**src/rtl/alu_mdu_if.sv**
```systemverilog
// EX-stage bus between the pipeline and the ALU-control / multiply-divide unit.
interface alu_mdu_if #(
  parameter int unsigned WIDTH = 32
);
  logic [5:0]       func;
  logic [2:0]       EX_ALUOp;
  logic             ex_valid;
  logic             flush;
  logic [WIDTH-1:0] src_a;
  logic [WIDTH-1:0] src_b;
  logic [3:0]       AluCtrlOut;
  logic             undefine;
  logic             stall;
  logic             busy;
  logic [WIDTH-1:0] hi;
  logic [WIDTH-1:0] lo;

  modport master (
    output func, EX_ALUOp, ex_valid, flush, src_a, src_b,
    input  AluCtrlOut, undefine, stall, busy, hi, lo
  );

  modport slave (
    input  func, EX_ALUOp, ex_valid, flush, src_a, src_b,
    output AluCtrlOut, undefine, stall, busy, hi, lo
  );
endinterface

```
**src/rtl/alu_mdu_ctrl.sv**
```systemverilog
// ALU control decode plus iterative multiply/divide unit owning HI/LO.
// Divider present only when ALU_MDU_DIV_EN is defined.
module alu_mdu_ctrl #(
  parameter int unsigned WIDTH = 32,
  parameter int unsigned CNT_W = 6
) (
  input logic        clk,
  input logic        rst_n,
  alu_mdu_if.slave   bus
);
  localparam logic [3:0] C_UNDEF = 4'b0100;
  localparam logic [3:0] C_MDNOP = 4'b1100;
  localparam logic [3:0] C_MFHI  = 4'b1010;
  localparam logic [3:0] C_MFLO  = 4'b1011;

  typedef enum logic [1:0] {
    S_IDLE = 2'd0,
    S_MUL  = 2'd1,
`ifdef ALU_MDU_DIV_EN
    S_DIV  = 2'd2,
`endif
    S_DONE = 2'd3
  } state_t;

  state_t           state, state_next;
  logic [3:0]       alu_ctrl;
  logic             is_md, is_mfhx, accept, done_wr, iter_last;
  logic             busy_q;
  logic [CNT_W-1:0] cnt;
  logic [WIDTH-1:0] hi_q, lo_q, acc_hi, acc_lo, mag_b;
  logic             neg_hi;
  logic             a_neg, b_neg;
  logic [WIDTH-1:0] mag_a_in, mag_b_in;
  logic [WIDTH:0]   mul_sum;
  logic [2*WIDTH-1:0] prod_fix;
  logic [WIDTH-1:0] res_hi, res_lo;
`ifdef ALU_MDU_DIV_EN
  logic             is_mul, div_zero, neg_lo, res_mul, div_ge;
  logic [WIDTH:0]   div_sh, div_diff;
`endif

  // ALU operation decode
  always_comb begin
    alu_ctrl = C_UNDEF;
    case (bus.EX_ALUOp)
      3'b000: alu_ctrl = 4'b0010;
      3'b001: alu_ctrl = 4'b0110;
      3'b011: alu_ctrl = 4'b0101;
      3'b100: alu_ctrl = 4'b0001;
      3'b010: begin
        case (bus.func)
          6'b100000: alu_ctrl = 4'b0010;
          6'b100010: alu_ctrl = 4'b0110;
          6'b100100: alu_ctrl = 4'b0000;
          6'b100101: alu_ctrl = 4'b0001;
          6'b101010: alu_ctrl = 4'b0111;
          6'b100110: alu_ctrl = 4'b0011;
          6'b100111: alu_ctrl = 4'b1000;
          6'b101011: alu_ctrl = 4'b1001;
          6'b010000: alu_ctrl = C_MFHI;
          6'b010010: alu_ctrl = C_MFLO;
          6'b011000, 6'b011001: alu_ctrl = C_MDNOP;
`ifdef ALU_MDU_DIV_EN
          6'b011010, 6'b011011: alu_ctrl = C_MDNOP;
`endif
          default: alu_ctrl = C_UNDEF;
        endcase
      end
      default: alu_ctrl = C_UNDEF;
    endcase
  end

  assign is_md     = (alu_ctrl == C_MDNOP);
  assign is_mfhx   = (alu_ctrl == C_MFHI) || (alu_ctrl == C_MFLO);
  assign iter_last = (cnt == CNT_W'(WIDTH - 1));
  assign done_wr   = (state == S_DONE) && !bus.flush;
`ifdef ALU_MDU_DIV_EN
  assign is_mul    = !bus.func[1];
  assign div_zero  = (bus.src_b == '0);
`endif

  assign bus.AluCtrlOut = alu_ctrl;
  assign bus.undefine   = (alu_ctrl == C_UNDEF);
  assign bus.stall      = busy_q && bus.ex_valid && (is_md || is_mfhx);
  assign bus.busy       = busy_q;
  assign bus.hi         = hi_q;
  assign bus.lo         = lo_q;

  always_ff @(posedge clk or negedge rst_n) begin
    if (!rst_n) begin
      state  <= S_IDLE;
      busy_q <= 1'b0;
    end else begin
      state  <= state_next;
      busy_q <= (state_next != S_IDLE);
    end
  end

  // Next state; flush overrides both accept and the DONE write
  always_comb begin
    state_next = state;
    accept     = 1'b0;
    case (state)
      S_IDLE: begin
        if (bus.ex_valid && is_md) begin
          accept     = 1'b1;
          state_next = S_MUL;
`ifdef ALU_MDU_DIV_EN
          if (!is_mul) state_next = div_zero ? S_DONE : S_DIV;
`endif
        end
      end
      S_MUL:  if (iter_last) state_next = S_DONE;
`ifdef ALU_MDU_DIV_EN
      S_DIV:  if (iter_last) state_next = S_DONE;
`endif
      S_DONE: state_next = S_IDLE;
      default: state_next = S_IDLE;
    endcase
    if (bus.flush) begin
      state_next = S_IDLE;
      accept     = 1'b0;
    end
  end

  // Operand magnitudes; func[0]=0 selects the signed variant
  assign a_neg    = !bus.func[0] && bus.src_a[WIDTH-1];
  assign b_neg    = !bus.func[0] && bus.src_b[WIDTH-1];
  assign mag_a_in = a_neg ? -bus.src_a : bus.src_a;
  assign mag_b_in = b_neg ? -bus.src_b : bus.src_b;

  // One shift-add step: {acc_hi,acc_lo} starts as {0,a} and shifts right
  assign mul_sum  = {1'b0, acc_hi} + (acc_lo[0] ? {1'b0, mag_b} : {(WIDTH+1){1'b0}});
  assign prod_fix = neg_hi ? -{acc_hi, acc_lo} : {acc_hi, acc_lo};

`ifdef ALU_MDU_DIV_EN
  // One restoring step: remainder in acc_hi, dividend shifts out of acc_lo as quotient shifts in
  assign div_sh   = {acc_hi, acc_lo[WIDTH-1]};
  assign div_diff = div_sh - {1'b0, mag_b};
  assign div_ge   = (div_sh >= {1'b0, mag_b});
  assign res_hi   = res_mul ? prod_fix[2*WIDTH-1:WIDTH] : (neg_hi ? -acc_hi : acc_hi);
  assign res_lo   = res_mul ? prod_fix[WIDTH-1:0]       : (neg_lo ? -acc_lo : acc_lo);
`else
  assign res_hi   = prod_fix[2*WIDTH-1:WIDTH];
  assign res_lo   = prod_fix[WIDTH-1:0];
`endif

  always_ff @(posedge clk or negedge rst_n) begin
    if (!rst_n) begin
      cnt     <= '0;
      acc_hi  <= '0;
      acc_lo  <= '0;
      mag_b   <= '0;
      neg_hi  <= 1'b0;
      hi_q    <= '0;
      lo_q    <= '0;
`ifdef ALU_MDU_DIV_EN
      neg_lo  <= 1'b0;
      res_mul <= 1'b0;
`endif
    end else begin
      if (accept) begin
        cnt    <= '0;
        acc_hi <= '0;
        acc_lo <= mag_a_in;
        mag_b  <= mag_b_in;
        neg_hi <= a_neg ^ b_neg;
`ifdef ALU_MDU_DIV_EN
        res_mul <= is_mul;
        neg_lo  <= a_neg ^ b_neg;
        if (!is_mul) neg_hi <= a_neg;
        // Divide by zero: preload the architectural result, no sign fixup
        if (!is_mul && div_zero) begin
          acc_hi <= bus.src_a;
          acc_lo <= '1;
          neg_hi <= 1'b0;
          neg_lo <= 1'b0;
        end
`endif
      end else if (state == S_MUL) begin
        acc_hi <= mul_sum[WIDTH:1];
        acc_lo <= {mul_sum[0], acc_lo[WIDTH-1:1]};
        cnt    <= cnt + CNT_W'(1);
`ifdef ALU_MDU_DIV_EN
      end else if (state == S_DIV) begin
        acc_hi <= div_ge ? div_diff[WIDTH-1:0] : div_sh[WIDTH-1:0];
        acc_lo <= {acc_lo[WIDTH-2:0], div_ge};
        cnt    <= cnt + CNT_W'(1);
`endif
      end
      if (done_wr) begin
        hi_q <= res_hi;
        lo_q <= res_lo;
      end
    end
  end
endmodule

```
**src/flat_wrapper.sv**
```systemverilog
// flat-port wrapper written by rule: the top's interface ports become plain ports
module alu_mdu_ctrl_flat 
#(
  parameter int unsigned WIDTH = 32,
  parameter int unsigned CNT_W = 6
)
  (clk, rst_n, bus_func, bus_EX_ALUOp, bus_ex_valid, bus_flush, bus_src_a, bus_src_b, bus_AluCtrlOut, bus_undefine, bus_stall, bus_busy, bus_hi, bus_lo);
  alu_mdu_if #(.WIDTH(WIDTH)) bus_i ();
  input logic clk;
  input logic rst_n;
  input wire logic [$bits(bus_i.func)-1:0] bus_func;
  input wire logic [$bits(bus_i.EX_ALUOp)-1:0] bus_EX_ALUOp;
  input wire logic [$bits(bus_i.ex_valid)-1:0] bus_ex_valid;
  input wire logic [$bits(bus_i.flush)-1:0] bus_flush;
  input wire logic [$bits(bus_i.src_a)-1:0] bus_src_a;
  input wire logic [$bits(bus_i.src_b)-1:0] bus_src_b;
  output wire logic [$bits(bus_i.AluCtrlOut)-1:0] bus_AluCtrlOut;
  output wire logic [$bits(bus_i.undefine)-1:0] bus_undefine;
  output wire logic [$bits(bus_i.stall)-1:0] bus_stall;
  output wire logic [$bits(bus_i.busy)-1:0] bus_busy;
  output wire logic [$bits(bus_i.hi)-1:0] bus_hi;
  output wire logic [$bits(bus_i.lo)-1:0] bus_lo;
  assign bus_i.func = bus_func;
  assign bus_i.EX_ALUOp = bus_EX_ALUOp;
  assign bus_i.ex_valid = bus_ex_valid;
  assign bus_i.flush = bus_flush;
  assign bus_i.src_a = bus_src_a;
  assign bus_i.src_b = bus_src_b;
  assign bus_AluCtrlOut = bus_i.AluCtrlOut;
  assign bus_undefine = bus_i.undefine;
  assign bus_stall = bus_i.stall;
  assign bus_busy = bus_i.busy;
  assign bus_hi = bus_i.hi;
  assign bus_lo = bus_i.lo;
  alu_mdu_ctrl #(.WIDTH(WIDTH), .CNT_W(CNT_W)) u_core (.clk(clk), .rst_n(rst_n), .bus(bus_i));
endmodule
```
**config.mk**
```make
export PLATFORM = sky130hd
export DESIGN_NAME = alu_mdu_ctrl_flat
export DESIGN_NICKNAME = d
export VERILOG_FILES = /design/src/rtl/alu_mdu_if.sv /design/src/rtl/alu_mdu_ctrl.sv /design/src/flat_wrapper.sv
export SDC_FILE = /design/constraint.sdc
export NUM_CORES = 1
export LEC_CHECK = 0
export ABC_CLOCK_PERIOD_IN_PS = 3600
export CAP_MARGIN = 20
export CORE_MARGIN = 4
export CORE_UTILIZATION = 40
export CTS_BUF_LIST = sky130_fd_sc_hd__clkbuf_16
export DETAILED_ROUTE_END_ITERATION = 10
export PLACE_DENSITY_LB_ADDON = 0.12
export SETUP_SLACK_MARGIN = 0.15
export SLEW_MARGIN = 40
export SYNTH_ARGS = -nofsm -noshare
export SYNTH_HDL_FRONTEND = slang
export SYNTH_SLANG_ARGS = --single-unit
```
**constraint.sdc**
```tcl
create_clock -name clk -period 3.6 [get_ports clk]
set_input_delay 0.72 -clock clk [delete_from_list [all_inputs] [get_ports clk]]
set_output_delay 0.72 -clock clk [all_outputs]
set_load 0.02 [all_outputs]
```
# Yosys cells after proc, flatten, opt, wreduce, memory -nomap -nowiden
# Index checks and enable logic that the tools add are counted.
# classes
addsub,5
n_eq_ne,23
mux,19
bitwise_logic,1
reduce_logical,15
# op_table
op,n
32-bit two-way mux,7
64-bit two-way mux,1
32-bit negation,2
64-bit negation,1
"6-bit == test, second input constant",8
4-bit one-hot mux with 11 select lines,1
32-bit by 33-bit adder with 33-bit output,1
"6-bit by 5-bit == test with 1-bit output, second input constant",5
4-bit one-hot mux with 5 select lines,1
"4-bit == test, second input constant",3
6-bit two-way mux,2
"6-bit by 1-bit adder with 6-bit output, second input constant",1
"3-bit by 2-bit == test with 1-bit output, second input constant",2
1-bit logical AND,6
2-bit two-way mux,3
"4-bit by 3-bit == test with 1-bit output, second input constant",1
2-bit one-hot mux with 2 select lines,1
2-bit nonzero test,2
"3-bit by 1-bit == test with 1-bit output, second input constant",1
"3-bit == test, second input constant",1
3-bit zero test,1
1-bit two-way mux,3
"2-bit by 1-bit == test with 1-bit output, second input constant",1
"2-bit == test, second input constant",1
5 further kinds,7
# word_totals
reg_bits,170
in_bits,77

# Logic depth before layout (Yosys ltp)
# depth
word_depth,10
depth_mapped,14
depth_no_buf,13

# Least setup slack after synthesis
# No wires, ideal clock.
# synth_path
path_type,input -> output
start,input bus_func[5]
end,output bus_stall
arrival_ns,2.888
slack_ns,-0.008
cell_stages,7
path_buffers,0
cell_sequence,nor2b_1 > a21bo_2 > a2bb2oi_1 > nor4b_1 > and2_1 > nand2_1 > nor2_1
# synth_via
elab_chain_len,8
# synth_rtl
item,line_no,source
"start, declared",flat_wrapper.sv:11,input wire logic [$bits(bus_i.func)-1:0] bus_func;
6-bit by 5-bit == test with 1-bit output,alu_mdu_ctrl.sv:51,case (bus.func)
2-bit OR reduction,alu_mdu_ctrl.sv:51,
4-bit one-hot mux with 11 select lines *,alu_mdu_ctrl.sv:51,
4-bit one-hot mux with 5 select lines *,alu_mdu_ctrl.sv:45,case (bus.EX_ALUOp)
net bus_AluCtrlOut[3],flat_wrapper.sv:17,output wire logic [$bits(bus_i.AluCtrlOut)-1:0] bus_AluCtrlOut;
4-bit == test,alu_mdu_ctrl.sv:74,assign is_mfhx = (alu_ctrl == C_MFHI) || (alu_ctrl == C_MFLO);
1-bit logical OR,alu_mdu_ctrl.sv:74,
1-bit logical OR *,alu_mdu_ctrl.sv:84,assign bus.stall = busy_q && bus.ex_valid && (is_md || is_mfhx);
1-bit logical AND *,alu_mdu_ctrl.sv:84,
"end, declared",flat_wrapper.sv:19,output wire logic [$bits(bus_i.stall)-1:0] bus_stall;
# Mark *: on every way through the listed nets, which the timed path passes. The rest lies on a longest branch.

# Worst setup path in the final report
# layout_path
start,input bus_func[4]
end,output bus_AluCtrlOut[2]
# layout_via
elab_chain_len,4
# layout_rtl
item,line_no
6-bit by 5-bit == test with 1-bit output,alu_mdu_ctrl.sv:51
2-bit OR reduction,alu_mdu_ctrl.sv:51
4-bit one-hot mux with 11 select lines *,alu_mdu_ctrl.sv:51
4-bit one-hot mux with 5 select lines *,alu_mdu_ctrl.sv:45
"end, declared",flat_wrapper.sv:17
# Mark *: on every way between the ends. The rest lies on a longest branch, timed or not.

==> impl_metrics.toml <==
[run_status]
status = "completed"

[die]
die_w_um = 173.4
rows = 60
dieHeight_um = 173.4
core-area_um2 = 26950
initial_core_util = 0.4059
io_pins = 148
dieArea_um2 = 30060

[clock_network]
clk_pin_slew_ps = 80
htreeDepth = 4
clock_path_buffers = 2
cts_hold_buffers = 0
cts.sinks = 170
cts_tree = "built"
numCtsBuffers = 17
cts_root_buf = "clkbuf_16"
insertion_delay_ps = 440

[power]
pwr-share-seq = 0.414
peakVddDrop_mv = 0.3033
switching_power_mw = 1.628
internal_power_mw = 3.565
power.density_nw_per_um2 = 374.9
p_leak_nw = 5.821
p_total_mw = 5.192
clock_power_share = 0.378
swShare = 0.3135
power_frac_comb = 0.209

[synth]
synth_nets = 1381
synth_cell_type_count = 68
synthCells = 1267
syn_avg_cell_area_um2 = 8.634
ys_seq_area_frac = 0.3889
synth-edff-count = 0
synth_flop_cell = "dfrtp_1"
synth_area_um2 = 10940
async_flop_share = 1.000
synth_seq_cells = 170
synth_warnings = 0

[finish]
layout_common_cells = "175 x nand2_1, 174 x o21ai_0, 168 x dfrtp_1, 139 x clkdlybuf4s50_1, 106 x xor2_1"
drive_above_1_share = 0.09444
fin_util = 0.5138
fin_nets = 1541
diodes = 0
area_delta_synth_final_pct = 26.59
layout_commonest_cell = "nand2_1"

[routing]
wirelength_mm = 29.08
ant_nets = 0
vias = 9538
wl_per_cell_um = 16.33
drt-initial-drc-count = 621
first_pass_iters = 5
viasPerCell = 5.355
drc = 0

[worst_setup_path]
crit_required_ps = 2880
start_kind = "input pin"
crit_type = "in2out"
startpoint = "bus_func[4]"
end_kind = "output port"
worstPathArrival_ps = 2660
crit_path_max_fanout = 4
r2r_start = "u_core.acc_lo[17]"

[global_route]
grtUsageMet2 = 0.2708
grt_max_degree = 68
grtUsageMet1 = 0.2955
track_usage = 0.1899
grt_overflow = 0
grt_use_met3 = 0.03315
grt_pass1_wl_mm = 47.49
grt_pass1_vias = 9061
antenna_found_initial = 0
top_usage_layer = "met1"

[place]
dpl.hpwl_mm = 22.27
dp_worst_setup_slack_ps = -273.4
place_congestion = 0.8557
io_buffers = 147

[timing]
slew_headroom = 0.5114
skew_ps = 11.93
slew_violations = 0
final-hold-violation-count = 0
worstMarginPinSlew_ps = 730.7
fin_crit_sh = 0.9401
rsz0062_at_grt = "yes"
finalSetupViolations = 0
max_freq_mhz = 295.5
layout_setup_ws_ps = 215.6
min_period_ps = 3384

[hold_path]
hp-class = "in2async"

[flow_run]
cap_violations = 0
## final cells by class
cell class	instances	area [um2]
tap	341	426.7
clock buffer	17	425.4
timing repair buffer	209	1991
multi-input combinational	1004	6452
sequential	170	4259
fill	2588	13100
inverter	25	93.84
clock inverter	15	200.2
## critical path: stages
cell and delay [ps]:
clkdlybuf4s50_1 520, buf_4 140, nor3b_4 190, o21ai_0 100, a21oi_1 180, o221ai_2 140
a21oi_2 190, buf_4 140, inv_1 30, dlygate4sd2_1 310
## power groups by stage
stage	clock [mW]	sequential, mW	combinational [mW]
floorplan	0	2.12	0.703
global placement	0	2.18	1.06
detailed placement	0	2.18	1.07
CTS	2.00	2.14	1.07
global route	2.08	2.16	1.21
finish	1.96	2.15	1.08
## cell families (layout without fill, tap and decap cells)
logic type,after synthesis,count (layout),synth area share
buffers and inverters,93,266,0.03271
AOI/OAI and AO/OA,377,377,0.2178
DFF,170,170,0.3889
adders and majority gates,37,37,0.04301
and+or+nand+nor,437,437,0.1947
xor gates and xnor gates,149,149,0.1193
muxes,4,4,0.003660
## sequential cells by signal, summed over array words and instances, names as in the netlist
signal / flops
u_core.acc_hi: 32
u_core.mag_b: 32
u_core.bus.busy: 1
u_core.acc_lo: 32
u_core.state: 2
u_core.neg_hi: 1
u_core.cnt: 6
u_core.bus.lo: 32
u_core.bus.hi: 32
## routing by layer
metal,vias up,wire [um],part of all wire
met1,4431,15630,0.54
met3,25,1253,0.043
met2,234,11850,0.41
met4,0,350,0.012
li1,4848,-,-
met5,-,0,0
## cells in the mapped netlist (all sizes together), types with 3 or more instances
library cell | count | area [um2]
o211ai | 6 | 45.04
o21ai | 179 | 895.9
nand3b | 6 | 45.04
nor3 | 23 | 120.1
nor4 | 16 | 100.1
a211o | 4 | 35.03
o41ai | 13 | 147.6
nor2 | 77 | 289.0
or4 | 14 | 116.4
a21boi | 3 | 22.52
xnor2 | 43 | 376.6
and3 | 4 | 25.02
o31ai | 30 | 225.2
or3 | 17 | 112.6
a211oi | 4 | 30.03
a31oi | 12 | 75.07
dfrtp | 170 | 4254
nand2b | 13 | 81.33
xor2 | 106 | 928.4
nor4b | 3 | 41.29
inv | 25 | 93.84
nand3 | 29 | 145.1
clkbuf | 63 | 236.5
ha | 36 | 450.4
nand2 | 175 | 656.9
a22oi | 5 | 37.54
a21o | 11 | 82.58
nand4 | 6 | 43.79
mux2i | 4 | 40.04
and2 | 35 | 219.0
a221o | 27 | 272.8
o21a | 11 | 82.58
nor3b | 5 | 37.54
a21oi | 53 | 265.3
nor2b | 8 | 50.05
or2 | 3 | 18.77
buf | 5 | 27.52
## final timing paths
path	cells after the start	slack [ps]	to
hold / removal	1	260	u_core.bus.lo[15]
max in group asynchronous	2	2540	u_core.bus.hi[29]
setup / recovery	10	220	bus_AluCtrlOut[2]
setup reg to reg	9	240	u_core.bus.hi[29]
min in group clk	1	450	u_core.state[1]
hold reg to reg	1	450	u_core.state[1]
## metrics by stage
step | hold WS (ps) | cell area, um2 | setup TNS (ps) | instances
4_1_cts | 286.1 | 13760 | 0 | 1780
2_1_floorplan | 416.9 | 10950 | 0 | 1267
5_1_grt | 304.3 | 13850 | 0 | 1781
6_report | 256.7 | 13850 | 0 | 1781
3_5_place_dp | 441.4 | 13140 | -940.6 | 1748
3_3_place_gp | 435.3 | 13130 | -757.0 | 1748
## repair_timing
action,CTS,global route
endpoints found under the setup margin,6,17
pin swaps,0,4
buffers inserted,0,1
gates resized for setup,13,20
(Power assumes the default switching activity.)
